===== src/rtl/sd_credit_tx.sv =====
// Transmit side of a credit-based link. Accepts an srdy/drdy stream and forwards each
// word on a registered valid/data channel, spending one credit per word.
module sd_credit_tx #(
    parameter int width   = 8,
    parameter int credits = 4,
    localparam int cw     = $clog2(credits + 1)
) (
    input  logic             clk,
    input  logic             reset,
    input  logic             c_srdy,
    output logic             c_drdy,
    input  logic [width-1:0] c_data,
    output logic             p_vld,
    output logic [width-1:0] p_data,
    input  logic             p_credit,
    output logic [cw-1:0]    credit_cnt,
    output logic             credit_err
);

    localparam logic [cw-1:0] CREDIT_MAX = cw'(credits);
    localparam logic [cw-1:0] CREDIT_ONE = cw'(1);

    logic [cw-1:0]    cnt_reg, cnt_next;
    logic             drdy_reg, drdy_next;
    logic             vld_reg;
    logic [width-1:0] data_reg;
    logic             err_reg, err_next;
    logic             send;

    // drdy_reg is nonzero-count registered, so a send can never underflow the counter.
    assign send = c_srdy & drdy_reg;

    always_comb begin
        cnt_next = cnt_reg;
        err_next = err_reg;
        unique case ({send, p_credit})
            2'b10: cnt_next = cnt_reg - CREDIT_ONE;
            2'b01: begin
                // A credit beyond the receiver's depth is a protocol error; keep the count sane.
                if (cnt_reg == CREDIT_MAX) begin
                    err_next = 1'b1;
                end else begin
                    cnt_next = cnt_reg + CREDIT_ONE;
                end
            end
            default: cnt_next = cnt_reg;
        endcase
        drdy_next = (cnt_next != '0);
    end

    always_ff @(posedge clk or negedge reset) begin
        if (!reset) begin
            cnt_reg  <= CREDIT_MAX;
            drdy_reg <= 1'b1;
            vld_reg  <= 1'b0;
            data_reg <= '0;
            err_reg  <= 1'b0;
        end else begin
            cnt_reg  <= cnt_next;
            drdy_reg <= drdy_next;
            vld_reg  <= send;
            err_reg  <= err_next;
            if (send) begin
                data_reg <= c_data;
            end
        end
    end

    assign c_drdy     = drdy_reg;
    assign p_vld      = vld_reg;
    assign p_data     = data_reg;
    assign credit_cnt = cnt_reg;
    assign credit_err = err_reg;

endmodule


===== config.mk =====
export PLATFORM = sky130hd
export DESIGN_NAME = sd_credit_tx
export DESIGN_NICKNAME = d
export VERILOG_FILES = /design/src/rtl/sd_credit_tx.sv
export SDC_FILE = /design/constraint.sdc
export NUM_CORES = 1
export LEC_CHECK = 0
export BUFFER_PORTS_ARGS = -buffer_cell sky130_fd_sc_hd__buf_2
export CAP_MARGIN = 30
export CELL_PAD_IN_SITES_DETAIL_PLACEMENT = 1
export CELL_PAD_IN_SITES_GLOBAL_PLACEMENT = 2
export CORE_MARGIN = 1
export CORE_UTILIZATION = 30
export DETAILED_ROUTE_END_ITERATION = 10
export PLACE_DENSITY = 0.76
export SYNTH_ARGS = -nofsm -noshare
export SYNTH_HDL_FRONTEND = slang
export SYNTH_SLANG_ARGS = --single-unit

===== constraint.sdc =====
create_clock -name clk -period 5.3 [get_ports clk]
set_clock_uncertainty 0.2 [all_clocks]
set_input_delay 1.06 -clock clk [delete_from_list [all_inputs] [get_ports clk]]
set_output_delay 1.06 -clock clk [all_outputs]
set_load 0.01 [all_outputs]

==> impl_metrics.yaml, run 1 <==
run_status:
  status: "completed"
placed_design:
  dp_hpwl_um: 1010
  gp_congestion: 0.674
  port_buffers: 25
  place_worst_setup_slack_ns: 2.22
synth:
  netlist_area_um2: 637
  synth_seq_cells: 14
  ys_async_sr_fraction_pct: 100
  synth.top_cell.area_share_pct: 47.2
  synth-edff-count: 0
  synth.top_cells.by_area: "dfrtp_1 47%, mux2_2 14%, ha_1 9.8%"
  netlist_instances: 49
  synth.most_common_cell: "dfrtp_1"
  yosysSeqAreaShare_pct: 55.4
  avgSynthCellArea_um2: 13.0
  synthFlopType: "dfrtp_1"
  yosys-top-cells-count: "12 x dfrtp_1, 8 x mux2_2, 5 x ha_1, 5 x inv_1, 4 x nand2_1"
  synth_largest_area_cell: "dfrtp_1"
  syn_nets: 66
  yosys_warnings: 0
  ys_types: 18
power:
  p_int_mw: 0.306
  p_clk_share_pct: 15.8
  power.density_nw_per_um2: 562
  switching_share_pct: 34.7
  comb_power_share_pct: 43.2
  leakagePower_nw: 0.431
  power.switching_mw: 0.162
  seqPwrFrac_pct: 41.1
  ir_drop_v: 0.000243
sta:
  slew_viol_final: 0
  layout_worst_path_cycle_share_pct: 51.9
  final-setup-viol-count: 0
  min_period_ns: 2.75
  setup_ws_ns: 2.55
  rsz0062_at_grt: "false"
  slew_headroom_pct: 73.6
  tns_ns: 0
  worst_pin_slew_ns: 0.395
  hold_viol: 0
  max_clock_freq_ghz: 0.364
final_layout:
  seq_area_um2: 353
  drive_gt1_share_pct: 53.8
  layout.nets: 96
  fillers: 229
  multi_input_area_um2: 265
  diodes: 0
  area_growth_pct: 30.6
critical_path:
  crit_required_ns: 5.30
  worstSetupPathType: "input port to register"
  cp_max_fo: 10
  endpoint_kind: "register"
  worstPathCellList: "buf_2, nand2_1, inv_1, ha_1, a221o_1, a21o_1, or3_1"
  r2r_slack_ns: 2.97
  slowest_stage: "or3_1"
  cp-start-kind: "input port"
  slowest_delay_ns: 0.36
  cp_data_arrival_time_ns: 2.75
routing:
  wl_per_cell_um: 11.9
  routed_wl_um: 1250
  drtIter0Drc: 7
  vias: 477
  drcViolationCount: 0
  drtAntennaViolNets: 0
  routed_via_density: 4.54
  first_pass_iters: 2
floorplan:
  die_y_um: 48.1
  rows: 16
  initial_utilization_pct: 32.1
  core_area_um2: 1980
  die_area_um2: 2310
  die_w_um: 48.1
  pin_count: 26
global_route:
  grt_pass1_vias: 359
  grtUsageTotal_pct: 11.6
  antenna_found_initial: 0
  grt_pass1_wl_um: 1750
  grt.overflow.total: 0
  grt_max_degree: 15
clocking:
  clkSinkCount: 14
  clk_latency_ns: 0.27
  cts_tree: "yes"
  cts_root_buf: "clkbuf_4"
  clk_pin_slew_worst_paths_ns: 0.08
  cts_setup_buffers: 0
  cts_buffers: 3
  cts_resized: 0
  clockBufferDepth: 2
  cts_hold_buf: 0
  htree_levels: 1
run:
  cap_violations: 0
worst_hold_path:
  hold_class: "register to register"
==> per-layer routing <==
metal	wire, µm	GRT usage, %
met2	637	15.9
met5	0	0
met3	37	6.79
met4	0	3.33
met1	569	15.3
==> registers in the layout, indices dropped and copies added (netlist names) <==
name	cells
p_data	8
credit_cnt	3
c_drdy	1
credit_err	1
p_vld	1
==> through the flow <==
step / instance area (µm²) / cells / utilization [%] / power, mW / hold slack, ns
floorplan: 637 / 49 / - / 0.320 / 0.312
global placement: 796 / 101 / 40.2 / 0.396 / 0.251
detailed placement: 796 / 101 / 40.2 / 0.400 / 0.265
CTS: 832 / 105 / 42.0 / 0.478 / 0.283
global route: 832 / 105 / 42.0 / 0.509 / 0.308
finish: 832 / 105 / 42.0 / 0.468 / 0.279
==> worst max-delay path, delay by kind of cell <==
family / cells / cell delay [ns]
AO/OA/AOI/OAI: 2 / 0.47
buffers and inverters: 2 / 0.22
AND/OR/NAND/NOR: 2 / 0.66
adder cells (fa/ha/maj): 1 / 0.35
==> final timing paths <==
path | startpoint | end | cells after the start
max in group asynchronous | reset | c_drdy$_DFF_PN1_ | 1
max | c_srdy | c_drdy$_DFF_PN1_ | 7
max reg2reg | c_drdy$_DFF_PN1_ | c_drdy$_DFF_PN1_ | 6
min reg2reg | credit_err$_DFFE_PN0P_ | credit_err$_DFFE_PN0P_ | 1
min in group asynchronous | reset | p_data[1]$_DFFE_PN0P_ | 1
min | credit_err$_DFFE_PN0P_ | credit_err$_DFFE_PN0P_ | 1
==> final cells by class <==
| class | count | share of cell area [%] |
|---|---|---|
| Clock buffer | 4 | 4.36 |
| Inverter | 5 | 2.26 |
| Multi-Input combinational cell | 30 | 31.9 |
| Sequential cell | 14 | 42.4 |
| Tap cell | 27 | 4.06 |
| Timing Repair Buffer | 25 | 15.0 |
==> cells in the final DEF (no fill, tap or decap) <==
master / Yosys / final
nor3_1: 1 / 1
a221o_1: 1 / 1
ha_1: 5 / 5
a21o_1: 1 / 1
inv_1: 5 / 5
nand2_1: 4 / 4
dfrtp_1: 12 / 12
a31o_2: 2 / 2
buf_2: 0 / 25
clkbuf_8: 0 / 1
dfstp_2: 2 / 2
nor2b_1: 1 / 1
clkbuf_4: 0 / 3
a21oi_1: 1 / 1
or3_1: 1 / 1
a31oi_1: 1 / 1
o31ai_1: 1 / 1
a22oi_1: 1 / 1
o21ai_0: 1 / 1
nand2b_4: 1 / 1
mux2_2: 8 / 8
==> cells by family after synthesis <==
family | synth area share [%]
multiplexers | 14.1
adder cells (fa/ha/maj) | 9.82
buffers and inverters | 2.95
flip-flops | 55.4
AO/OA/AOI/OAI | 10.4
AND/OR/NAND/NOR | 7.27
==> power groups by stage <==
stage          Clock (mW)  Sequential, mW  Combinational, mW
3_5_place_dp            0           0.196              0.205
3_3_place_gp            0           0.194              0.203
4_1_cts            0.0782           0.193              0.206
2_1_floorplan           0           0.218              0.102
6_report           0.0737           0.192              0.202
5_1_grt            0.0822           0.198              0.229
Note: power is estimated with default switching activity, not from simulation.
==> inputs of run 2 (changes only) <==
Settings changed: CORE_UTILIZATION 30 to 25, PLACE_DENSITY 0.76 to 0.68.
Clock period 5.3 ns to 2.5 ns, I/O delays scaled along.
==> impl_metrics.yaml, run 2 (same netlist as run 1, synthesis figures left out) <==
sta:
  tns_ns: 0
  hold_viol: 0
  finalHoldWorstSlack_ns: 0.249
  min_period_ns: 2.14
  max_clock_freq_ghz: 0.468
  slew_viol_final: 0
  layout_worst_path_cycle_share_pct: 85.4
  final-setup-viol-count: 0
  rsz0062_at_grt: "false"
  worst_pin_slew_ns: 0.303
  slew_headroom_pct: 79.6
  setup_ws_ns: 0.365
global_route:
  grt_pass1_wl_um: 2300
  grt.overflow.total: 0
  grt_max_degree: 15
  antenna_found_initial: 0
  grt_pass1_vias: 511
  grtUsageTotal_pct: 11.6
critical_path:
  worstSetupPathType: "register to register"
  worstPathCellList: "nand2_1, inv_1, ha_1, a221o_1, a21o_1, or3_1"
  endpoint_kind: "register"
  r2r_slack_ns: 0.36
  slowest_delay_ns: 0.54
  cp_max_fo: 5
  cp_data_arrival_time_ns: 2.14
  slowest_stage: "dfstp_2"
  crit_required_ns: 2.50
  cp-start-kind: "register"
final_layout:
  fillers: 270
  seq_area_um2: 353
  layout_commonest_cell: "buf_2"
  diodes: 0
  layout.nets: 98
  area_growth_pct: 33.6
  multi_input_area_um2: 265
  drive_gt1_share_pct: 53.8
  final_cell_mix: "25 x buf_2, 12 x dfrtp_1, 8 x mux2_2"
  largest_reg_flops: 8
  final_cell_area_um2: 851
floorplan:
  pin_count: 26
  die_y_um: 52.5
  initial_utilization_pct: 27.7
  core_area_um2: 2300
  die_w_um: 52.5
  rows: 17
  die_area_um2: 2750
routing:
  routed_wl_um: 1310
  vias: 481
  wl_per_cell_um: 12.1
  drcViolationCount: 0
  first_pass_iters: 2
  drtIter0Drc: 7
  drtAntennaViolNets: 0
  routed_via_density: 4.45
placed_design:
  dp_hpwl_um: 1050
  place_area_um2: 805
  place_worst_setup_slack_ns: 0.219
  port_buffers: 25
  gp_congestion: 0.769
run:
  cap_violations: 0
clocking:
  cts_buffers: 3
  cts_resized: 0
  htree_levels: 1
  clockBufferDepth: 2
  clk_latency_ns: 0.27
  clkSinkCount: 14
  cts_root_buf: "clkbuf_4"
  cts_tree: "yes"
  clk_pin_slew_worst_paths_ns: 0.08
run_status:
  status: "completed"
worst_hold_path:
  hold_class: "input port to register"
power:
  leakagePower_nw: 0.439
  power.density_nw_per_um2: 1180
  total_power_mw: 1.00
  ir_drop_v: 0.000460
==> run 2: cell types whose count changed in the layout (fill, tap and decap cells not counted) <==
| cell | previous run | this run |
|---|---|---|
| buf_4 | 0 | 1 |
| dlygate4sd3_1 | 0 | 1 |
==> run 2: worst paths after layout <==
kind,from,end,depth (start not counted)
max,c_drdy$_DFF_PN1_,c_drdy$_DFF_PN1_,6
min,c_data[3],p_data[3]$_DFFE_PN0P_,2
max reg2reg,c_drdy$_DFF_PN1_,c_drdy$_DFF_PN1_,6
min reg2reg,credit_err$_DFFE_PN0P_,credit_err$_DFFE_PN0P_,1
max in group asynchronous,reset,c_drdy$_DFF_PN1_,2
min in group asynchronous,reset,p_data[4]$_DFFE_PN0P_,2
==> run 2: layer usage <==
metal	GRT usage [%]	part of all wire (%)	vias to the layer above
li1	-	-	233
met5	0	0	-
met3	4.64	5.9	2
met1	14.5	43	231
met4	2.63	1.3	0
met2	18.6	50	15
==> run 2: layout make-up <==
type | instances | share of cell area, %
tap | 28 | 4.12
timing repair buffer | 27 | 16.8
multi-input combinational | 30 | 31.2
clock buffer | 4 | 4.26
inverter | 5 | 2.21
sequential | 14 | 41.5
==> run 2: what timing repair did <==
item / 4_1_cts / 5_1_grt
setup buffers: 0 / 0
endpoints found under the hold margin: 12 / 0
hold buffers: 1 / 0
==> run 2: where the power goes <==
part	internal (mW)	leakage (nW)	total [mW]	switching [mW]
clock	0.0885	0.0210	0.159	0.0706
sequential	0.345	0.164	0.409	0.0640
combinational	0.221	0.254	0.432	0.211
total	0.654	0.439	1.00	0.346
==> run 2: metrics by stage <==
step | std cells | util (%)
finish | 108 | 37.0
global route | 108 | 37.0
CTS | 108 | 37.0
detailed placement | 103 | 35.0
global placement | 103 | 35.0
floorplan | 49 | -
==> run 2: critical path, delay by kind of cell, from the launching register on <==
family | cells | cell delay (ns)
AND/OR/NAND/NOR | 2 | 0.48
flip-flops | 1 | 0.54
adder cells (fa/ha/maj) | 1 | 0.28
buffers and inverters | 1 | 0.10
AO/OA/AOI/OAI | 2 | 0.47
==> inputs of run 3 (changes only) <==
Settings changed: PLACE_DENSITY 0.68 to default, PLACE_DENSITY_LB_ADDON from default to 0.1.
==> impl_metrics.yaml, run 3 (same netlist as run 1, synthesis figures left out) <==
run:
  cap_violations: 0
power:
  comb_power_share_pct: 43.7
  p_clk_share_pct: 15.7
  leakagePower_nw: 0.439
  p_int_mw: 0.655
  power.switching_mw: 0.353
  seqPwrFrac_pct: 40.7
  power.density_nw_per_um2: 1180
  ir_drop_v: 0.000468
  switching_share_pct: 35.0
floorplan:
  die_y_um: 52.5
  pin_count: 26
  initial_utilization_pct: 27.7
  core_area_um2: 2300
  die_area_um2: 2750
  die_w_um: 52.5
  rows: 17
clocking:
  clk_pin_slew_worst_paths_ns: 0.08
  cts_resized: 0
  cts_setup_buffers: 0
  clkSinkCount: 14
  cts_tree: "yes"
  cts_root_buf: "clkbuf_4"
  cts_buffers: 3
  htree_levels: 1
  clockBufferDepth: 2
  clk_latency_ns: 0.28
placed_design:
  dp_hpwl_um: 1100
  place_worst_setup_slack_ns: 0.270
  port_buffers: 25
  place_inst: 103
  gp_congestion: 0.797
sta:
  setup_ws_ns: 0.422
  slew_viol_final: 0
  hold_viol: 0
  worst_pin_slew_ns: 0.327
  max_clock_freq_ghz: 0.481
  rsz0062_at_grt: "false"
  finalHoldWorstSlack_ns: 0.249
  slew_headroom_pct: 78.2
  layout_worst_path_cycle_share_pct: 83.1
  final-setup-viol-count: 0
  min_period_ns: 2.08
  tns_ns: 0
final_layout:
  largest_reg_flops: 8
  final_util_pct: 37.0
  final_cell_mix: "25 x buf_2, 12 x dfrtp_1, 8 x mux2_2"
  diodes: 0
  area_growth_pct: 33.6
  layout_commonest_cell: "buf_2"
  layout.nets: 98
  drive_gt1_share_pct: 53.8
  fin_cells: 108
global_route:
  grtUsageTotal_pct: 11.6
  grt_use_met3_pct: 6.38
  grt_pass1_vias: 484
  antenna_found_initial: 0
  grt_pass1_wl_um: 2250
  grt_max_degree: 15
  gr-max-usage-layer: "met2"
  grt.overflow.total: 0
  grtUsageMet2_pct: 17.3
  use_met1_pct: 15.2
critical_path:
  crit_required_ns: 2.51
  cp-start-kind: "register"
  r2r_slack_ns: 0.42
  cp_data_arrival_time_ns: 2.08
  cp_max_fo: 5
  endpoint_kind: "register"
  worstSetupPathType: "register to register"
routing:
  routed_via_density: 4.50
  drtAntennaViolNets: 0
  first_pass_iters: 1
  wl_per_cell_um: 12.9
  routed_wl_um: 1390
  vias: 486
  drtIter0Drc: 0
  drcViolationCount: 0
worst_hold_path:
  hold_class: "input port to register"
run_status:
  status: "completed"
## run 3: cell counts in the layout (fill, tap and decap cells not counted)
Identical to the previous run, type by type.
## run 3: layer usage
metal	part of all wire (%)	vias to the layer above
met4	0	0
met2	45	15
li1	-	234
met5	0	-
met3	7.3	0
met1	48	237
## run 3: power by group through the flow
stage | combinational, mW | sequential [mW] | clock (mW)
floorplan | 0.216 | 0.462 | 0
global placement | 0.444 | 0.413 | 0
detailed placement | 0.443 | 0.417 | 0
CTS | 0.446 | 0.413 | 0.167
global route | 0.484 | 0.430 | 0.181
finish | 0.440 | 0.410 | 0.158
## run 3: timing repair
| action | in CTS | in global routing |
|---|---|---|
| hold endpoints to repair | 12 | 0 |
| setup endpoints to repair | 0 | 0 |
| hold buffers | 1 | 0 |
## run 3: stage by stage
stage	power [mW]	instance area [µm²]
global route	1.09	851
CTS	1.03	851
floorplan	0.678	637
global placement	0.857	805
detailed placement	0.861	805
finish	1.01	851
## run 3: final timing paths
path                       depth (start not counted)                    from                 endpoint
setup / recovery                                   6        c_drdy$_DFF_PN1_         c_drdy$_DFF_PN1_
hold / removal                                     2               c_data[4]    p_data[4]$_DFFE_PN0P_
setup reg to reg                                   6        c_drdy$_DFF_PN1_         c_drdy$_DFF_PN1_
hold reg to reg                                    1  credit_err$_DFFE_PN0P_   credit_err$_DFFE_PN0P_
max in group asynchronous                          2                   reset  credit_cnt[2]$_DFF_PN1_
min in group asynchronous                          2                   reset          p_vld$_DFF_PN0_
## run 3: area by class of cell
cell class / instances / area [µm²]
fillers: 269 / 1450
multi-input cells: 30 / 265
clock buffers: 4 / 36.3
flip-flops and latches: 14 / 353
well taps: 28 / 35.0
repair buffers: 27 / 143
inverters: 5 / 18.8
## run 3: critical path, stage by stage, from the launching register on
cell	delay, ns
dfstp_2	0.54
nand2_1	0.08
inv_1	0.08
ha_1	0.27
a221o_1	0.28
a21o_1	0.19
or3_1	0.36
